## src/rtl/pc_redirect_unit_pkg.sv

```systemverilog
// Shared definitions for the PC redirect unit: widths, reset PC, jump polarity and FSM encodings.
package pc_redirect_unit_pkg;

   localparam int unsigned PC_W     = 16;
   localparam logic [15:0] RESET_PC = 16'h0000;

   localparam logic PC_JUMP_ENABLE  = 1'b1;
   localparam logic PC_JUMP_DISABLE = 1'b0;

   localparam logic PCR_ST_RUN     = 1'b0;
   localparam logic PCR_ST_PENDING = 1'b1;

   typedef enum logic {
      StRun     = PCR_ST_RUN,
      StPending = PCR_ST_PENDING
   } pcr_state_e;

endpackage

```

## src/rtl/pc_sat_counter.sv

```systemverilog
// Saturating up-counter: increments on inc_i and sticks at all-ones.
module pc_sat_counter #(
   parameter int unsigned Width = 16
) (
   input  logic             clk_i,
   input  logic             rst_ni,
   input  logic             inc_i,
   output logic [Width-1:0] cnt_o
);

   logic [Width-1:0] cnt_q, cnt_d;

   always_comb begin
      cnt_d = cnt_q;
      if (inc_i && (cnt_q != {Width{1'b1}})) begin
         cnt_d = cnt_q + Width'(1);
      end
   end

   always_ff @(posedge clk_i or negedge rst_ni) begin
      if (!rst_ni) begin
         cnt_q <= '0;
      end else begin
         cnt_q <= cnt_d;
      end
   end

   assign cnt_o = cnt_q;

endmodule

```

## src/rtl/pc_redirect_unit.sv

```systemverilog
// Owns the fetch PC: sequential stepping, jump redirects with flush, and a one-entry redirect
// buffer used while instruction memory is busy so no taken jump is lost.
module pc_redirect_unit
   import pc_redirect_unit_pkg::*;
#(
   parameter int unsigned PcW     = PC_W,
   parameter logic [PcW-1:0] ResetPc = PcW'(RESET_PC),
   parameter int unsigned CntW    = 16
) (
   input  logic            clk_i,
   input  logic            rst_ni,
   input  logic            jump_en_i,
   input  logic [PcW-1:0]  jump_target_i,
   input  logic            stall_i,
   input  logic            imem_ready_i,
   output logic [PcW-1:0]  pc_o,
   output logic [PcW-1:0]  pc_plus1_o,
   output logic            imem_req_o,
   output logic            flush_if_id_o,
   output logic            flush_id_ex_o,
   output logic            redirect_pending_o,
   output logic [CntW-1:0] redirect_cnt_o
);

   pcr_state_e     state_q, state_d;
   logic [PcW-1:0] pc_q, pc_d;
   logic [PcW-1:0] tgt_q, tgt_d;
   logic           accept;
   logic           req;
   logic           flush;

   always_comb begin
      state_d = state_q;
      pc_d    = pc_q;
      tgt_d   = tgt_q;
      accept  = 1'b0;
      req     = 1'b0;
      flush   = 1'b0;
      unique case (state_q)
         StRun: begin
            req = 1'b1;
            if (jump_en_i == PC_JUMP_ENABLE) begin
               accept = 1'b1;
               flush  = 1'b1;
               // A jump wins over a load-use stall; only a busy memory defers it.
               if (imem_ready_i) begin
                  pc_d = jump_target_i;
               end else begin
                  tgt_d   = jump_target_i;
                  state_d = StPending;
               end
            end else if (imem_ready_i && !stall_i) begin
               pc_d = pc_q + PcW'(1);
            end
         end
         StPending: begin
            // Jumps seen here are from wrong-path instructions and are dropped.
            flush = 1'b1;
            if (imem_ready_i) begin
               pc_d    = tgt_q;
               state_d = StRun;
            end
         end
         default: begin
            state_d = StRun;
         end
      endcase
   end

   always_ff @(posedge clk_i or negedge rst_ni) begin
      if (!rst_ni) begin
         state_q <= StRun;
         pc_q    <= ResetPc;
         tgt_q   <= '0;
      end else begin
         state_q <= state_d;
         pc_q    <= pc_d;
         tgt_q   <= tgt_d;
      end
   end

   pc_sat_counter #(
      .Width(CntW)
   ) u_redirect_cnt (
      .clk_i (clk_i),
      .rst_ni(rst_ni),
      .inc_i (accept),
      .cnt_o (redirect_cnt_o)
   );

   // Control outputs are held low while reset is asserted.
   assign imem_req_o         = req & rst_ni;
   assign flush_if_id_o      = flush & rst_ni;
   assign flush_id_ex_o      = flush & rst_ni;
   assign redirect_pending_o = (state_q == StPending);
   assign pc_o               = pc_q;
   assign pc_plus1_o         = pc_q + PcW'(1);

endmodule

```

## config.mk

```make
export PLATFORM = sky130hd
export DESIGN_NAME = pc_redirect_unit
export DESIGN_NICKNAME = d
export VERILOG_FILES = /design/src/rtl/pc_redirect_unit_pkg.sv /design/src/rtl/pc_sat_counter.sv /design/src/rtl/pc_redirect_unit.sv
export SDC_FILE = /design/constraint.sdc
export NUM_CORES = 1
export LEC_CHECK = 0
export CELL_PAD_IN_SITES_DETAIL_PLACEMENT = 1
export CELL_PAD_IN_SITES_GLOBAL_PLACEMENT = 2
export CORE_ASPECT_RATIO = 1.25
export CORE_MARGIN = 10
export CORE_UTILIZATION = 32
export DETAILED_ROUTE_END_ITERATION = 10
export GPL_ROUTABILITY_DRIVEN = 1
export PLACE_DENSITY = 0.87
export SLEW_MARGIN = 15
export SYNTH_ARGS = -nofsm -noshare
export SYNTH_HDL_FRONTEND = slang
export SYNTH_SLANG_ARGS = --single-unit
```

## constraint.sdc

```tcl
create_clock -name clk_i -period 3.45 [get_ports clk_i]
set_input_delay 0.69 -clock clk_i [delete_from_list [all_inputs] [get_ports clk_i]]
set_output_delay 0.69 -clock clk_i [all_outputs]
set_load 0.01 [all_outputs]
```

; Word-level counts from Yosys, hierarchy flattened
; Index checks and enable logic that the tools add are counted.
[word_totals]
regBits = 49
in_bits = 21
word_cells = 31
out_inout_bits = 52
[op_classes]
n_eq_ne = 4
n_reduce_logical = 5
bitwise = 4
mux = 12
addsub = 2
[op_table]
columns = cell, count
row1 = $mux 16, 4
row2 = $add 16x1->16 const B, 2
row3 = $pmux 16 s2, 1
row4 = $ne 16x16->1 const B, 1
row5 = $ne 3x3->1 const B, 2
row6 = $reduce_and 3->1, 2
row7 = $mux 1, 5
row8 = $pmux 1 s2, 2
row9 = $and 1x1->1, 2
row10 = $logic_and 1x1->1, 2
row11 = $ne 2x2->1 const B, 1
row12 = $not 1->1, 2
row13 = $logic_not 1->1, 1

; Logic depth before layout (Yosys ltp)
[logic_depth]
ltp_word = 5
ltp_mapped = 7
depth_no_buf = 6

; Modules after synthesis
; From an unflattened synthesis, not the netlist that was laid out.
[hier_totals]
hier_cells = 266
area_unflattened_um2 = 2855.2
[modules_own_cells]
columns = module, area_each_um2, cells_each, seq_area_each_um2, n_inst
row1 = pc_redirect_unit, 1995.7, 194, 825.8, 1
row2 = pc_sat_counter, 859.6, 72, 400.4, 1

; Worst setup path after synthesis
; Ideal clock, no wire load.
[synth_path]
path_type = input port to output port
startpoint = input jump_en_i
endpoint = output flush_if_id_o
path_buffers = 3
slack_ns = 1.209
t_required_ns = 2.760
arrival_ns = 1.551
path_stages = 5
path_cell_list = or2_1 -> clkbuf_1 -> clkbuf_1 -> and2_1 -> buf_4
[synth_via]
elab_chain_len = 3
[synth_rtl]
columns = element, line
row1 = start: declaration, pc_redirect_unit.sv:12  ; input logic jump_en_i,
row2 = $mux 1, pc_redirect_unit.sv:42  ; if (jump_en_i == PC_JUMP_ENABLE) begin
row3 = $pmux 1 s2, pc_redirect_unit.sv:39  ; unique case (state_q)
row4 = $and 1x1->1, --
row5 = end: declaration, pc_redirect_unit.sv:19  ; output logic flush_if_id_o,
; Every way passes these cells.

; Worst setup path in the final report
[layout_path]
startpoint = register pc_q[0], in the netlist pc_o[0]
endpoint = output pc_plus1_o[10]
[layout_via]
elab_chain_len = 1
[layout_rtl]
columns = element, line
row1 = start: declaration, pc_redirect_unit.sv:26  ; logic [PcW-1:0] pc_q, pc_d;
row2 = start signal: assignment, pc_redirect_unit.sv:73  ; pc_q <= ResetPc;
row3 = start signal: assignment, pc_redirect_unit.sv:77  ; pc_q <= pc_d;
row4 = $add 16x1->16, pc_redirect_unit.sv:97  ; assign pc_plus1_o = pc_q + PcW'(1);
row5 = end: declaration, pc_redirect_unit.sv:17  ; output logic [PcW-1:0] pc_plus1_o,
; Every way passes these cells.

==> results.md <==
* Clock Tree Buf Depth at 2
* GPL Wtd Cong at 0.7766
* Logic pwr share at 34.5%
* Initial antenna violation count at 0
* Synth warn at 0
* DP HPWL at 6243 um
* Reg2reg path depth at 5
* Site Rows at 37
* Die X at 102.8 um
* Layout area overhead at 33.74%
* Clk_lat worst skew at 0.30 ns
* N_diodes at 0
* Router iterations before antenna repair at 4
* # IOs at 73
* Port Buffers at 72
* Syn Nets at 292
* Mapped Cells at 269
* CTS hold repair buffers at 0
* P_sw at 642.5 uW
* Final Hold Fails at 0
* Setup_tns at 0 ns
* Period utilisation layout at 91.18%
* H-tree depth at 2
* Synthesized flop and latch total at 49
* Post-synthesis async set-or-reset flop share at 100.0%
* Hold_ws at 0.4740 ns
* Post-synth cell types at 50
* Final #Nets at 364
* Status: completed
* Rel. slew slack at 52.22%
* Max VDD drop at 0.2381 mV
* CTS tree: yes
* PwrDens at 510.8 mW/mm^2
* Max Clock Freq at 317.9 MHz
* Final Setup Violations at 0
* Path type of the worst setup path: flop to output port
* GRT Total Usage at 13.51%
* # resized after CTS at 0
* Hold Crit Class: input pin to async pin
* Largest family of logic cells by synthesized area: simple AND/OR/NAND/NOR gates
* Die ar. at 0.01270 mm^2
* Pin count of the biggest net entering global routing at 29
* Vias/cell at 5.435
* Share of cells above drive strength 1 at 15.20%
* Final ANT Viol Nets at 0
* Pleak at 0.001466 uW
* Clk sinks at 49
* DRC viols at 0
* Critical Path Slowest Stage Cell: clkdlybuf4s50_1
* DRT Wirelength at 8331 um
* Placed cells at 431
* Worst-path cell chain: ha_1 > nand3_2 > nor3_1 > xor2_1 > clkdlybuf4s50_1
* Fin. max-slew vios at 0
* Post-CTS Setup Bufs at 0
* Period minus WS final at 3.146 ns
* Grt ovf at 0
* Syn Area/Cell at 10.20 um^2
* Mux cell area share after synthesis at 8.892%
* Pwr Total at 1874 uW
* RSZ-0062 raised after global routing: no
* Clock network fraction of total power at 20.3%
* R2R Path End: tgt_q[4]
* Worst Skew at 0.009395 ns
* Worst-margin pin slew at 0.7149 ns
* Worst reg-to-reg setup slack at 1.28 ns
* Die Span Y at 123.5 um
* Top FF cell, synth: dfrtp_1
* Cell chosen for the clock root: clkbuf_8
* CP Launch Type: flop
* Flop pwr share at 45.2%
* Simple-Gate Fraction of Synth Area at 19.70%
* Max-cap violation count at 0
* Post-synthesis adder-cell area fraction at 0.9120%
* Global-route wire length before repair at 13770 um
* Synth Area in XOR/XNOR at 7.980%
* CP Max Fanout at 8
* Num CTS Buffers at 5
* FILL cells at 938
* Clock slew at reported path FFs at 0.09 ns
* Critical path required time at 2.76 ns
* Arr. time, crit path at 2.46 ns
* Starting DRT DRC Count at 111
* Synth Cell Area at 0.002744 mm^2
* Vias at 2386
* EDFF count, synth at 0
* Post-route insts no fill at 439
* Reg2Reg Launch Point: redirect_pending_o
* Compound-cell area share of the yosys netlist at 14.50%
* Internal power at 1232 uW
* Initial Utilization at 33.11%
* Switching power share of the total at 34.28%
* Vias in the first global route at 2606
* Drt wl/cell at 18.98 um
* Critical path endpoint category: output port
* Core Footprint at 0.008287 mm^2
* Post-synthesis sequential area ratio at 44.69%
* Critical Path Max Stage Delay at 0.55 ns
[worst max-delay path by stage]
| stage | startpoint | endpoint | cells past startpoint |
|---|---|---|---|
| after floorplan | jump_en_i | flush_if_id_o | 5 |
| after global placement | jump_en_i | flush_if_id_o | 4 |
| after detailed placement | pc_o[0] | pc_plus1_o[10] | 5 |
| after CTS | pc_o[0] | pc_plus1_o[10] | 5 |
| after global routing | pc_o[0] | pc_plus1_o[10] | 5 |
| final | pc_o[0] | pc_plus1_o[10] | 5 |
[registers in the layout, summed over array words and instances, names as in the netlist]
signal                cells
pc_o                     16
u_redirect_cnt.cnt_o     16
tgt_q                    16
redirect_pending_o        1
[stage by stage]
stage                     setup WS [ns]  util (%)  instance area, um^2
after floorplan                   1.209         -                 2744
after detailed placement         0.6326     43.06                 3568
after global placement           0.7072     43.06                 3568
after CTS                        0.2927     44.29                 3670
after global routing             0.1758     44.29                 3670
final                            0.3043     44.29                 3670
[placed cells by master (no fill, tap or decap), types with 2 or more instances in the layout]
master	Yosys	routed
nand4_1	5	5
clkbuf_8	0	7
buf_4	2	8
nor3_1	5	5
nand2b_1	2	2
and3_1	2	2
nor2b_1	3	3
nor3_4	2	2
ha_1	2	2
o31a_1	2	2
nand3_1	12	12
a221oi_1	2	2
nand3_2	2	2
mux2i_1	3	3
dfrtp_1	49	49
mux2_2	19	19
a22oi_1	2	2
clkdlybuf4s50_1	0	71
xor2_1	11	11
nand2_1	23	23
nor4_2	2	2
o21ai_1	2	2
xnor2_1	14	14
nor2_2	2	2
o21ai_0	24	24
nor2_1	20	20
a21oi_1	12	12
inv_1	5	5
o22ai_1	2	2
a22o_1	2	2
a222oi_1	5	5
[per-layer routing]
layer	global-route usage [%]	wire, um
met5	0	0
met1	15.48	3334
met2	24.01	4262
met3	4.576	672
met4	2.352	61
[cell usage after synthesis, drive strengths merged, types with 8 or more instances]
| master | number | area share, % |
|---|---|---|
| nand3 | 15 | 3.6 |
| buf | 8 | 1.6 |
| a21oi | 13 | 2.5 |
| nor2 | 22 | 3.2 |
| mux2 | 19 | 7.8 |
| xor2 | 11 | 3.5 |
| xnor2 | 14 | 4.5 |
| o21ai | 26 | 4.7 |
| nand2 | 23 | 3.1 |
| dfrtp | 49 | 45 |
[power by group through the flow]
stage,logic [uW],registers [uW],clock network (uW)
final,646,847,381
after global routing,704,873,419
after CTS,662,849,393
after detailed placement,660,859,0
after global placement,644,852,0
after floorplan,296,842,0
[kinds of logic after synthesis]
logic type,after synthesis
and+or+nand+nor,91
AOI/OAI and AO/OA,60
DFF,49
xor gates and xnor gates,25
muxes,22
buffers and inverters,20
adders and majority gates,2
[worst max-delay path: cells and delay by family, from the launching register on]
family / cells / cell delay [ns]
flip-flops: 1 / 0.48
AND/OR/NAND/NOR: 2 / 0.71
buffers and inverters: 1 / 0.55
adder cells (fa/ha/maj): 1 / 0.24
XOR/XNOR: 1 / 0.18
[final cells by class]
class | instances | area [um^2] | area share (%)
flip-flops and latches | 49 | 1226 | 33.41
well taps | 97 | 121.4 | 3.307
inverters | 5 | 18.77 | 0.5114
multi-input cells | 200 | 1426 | 38.87
repair buffers | 80 | 775.7 | 21.14
clock buffers | 7 | 96.34 | 2.625
clock inverters | 1 | 5.005 | 0.1364
(Power assumes the default switching activity.)
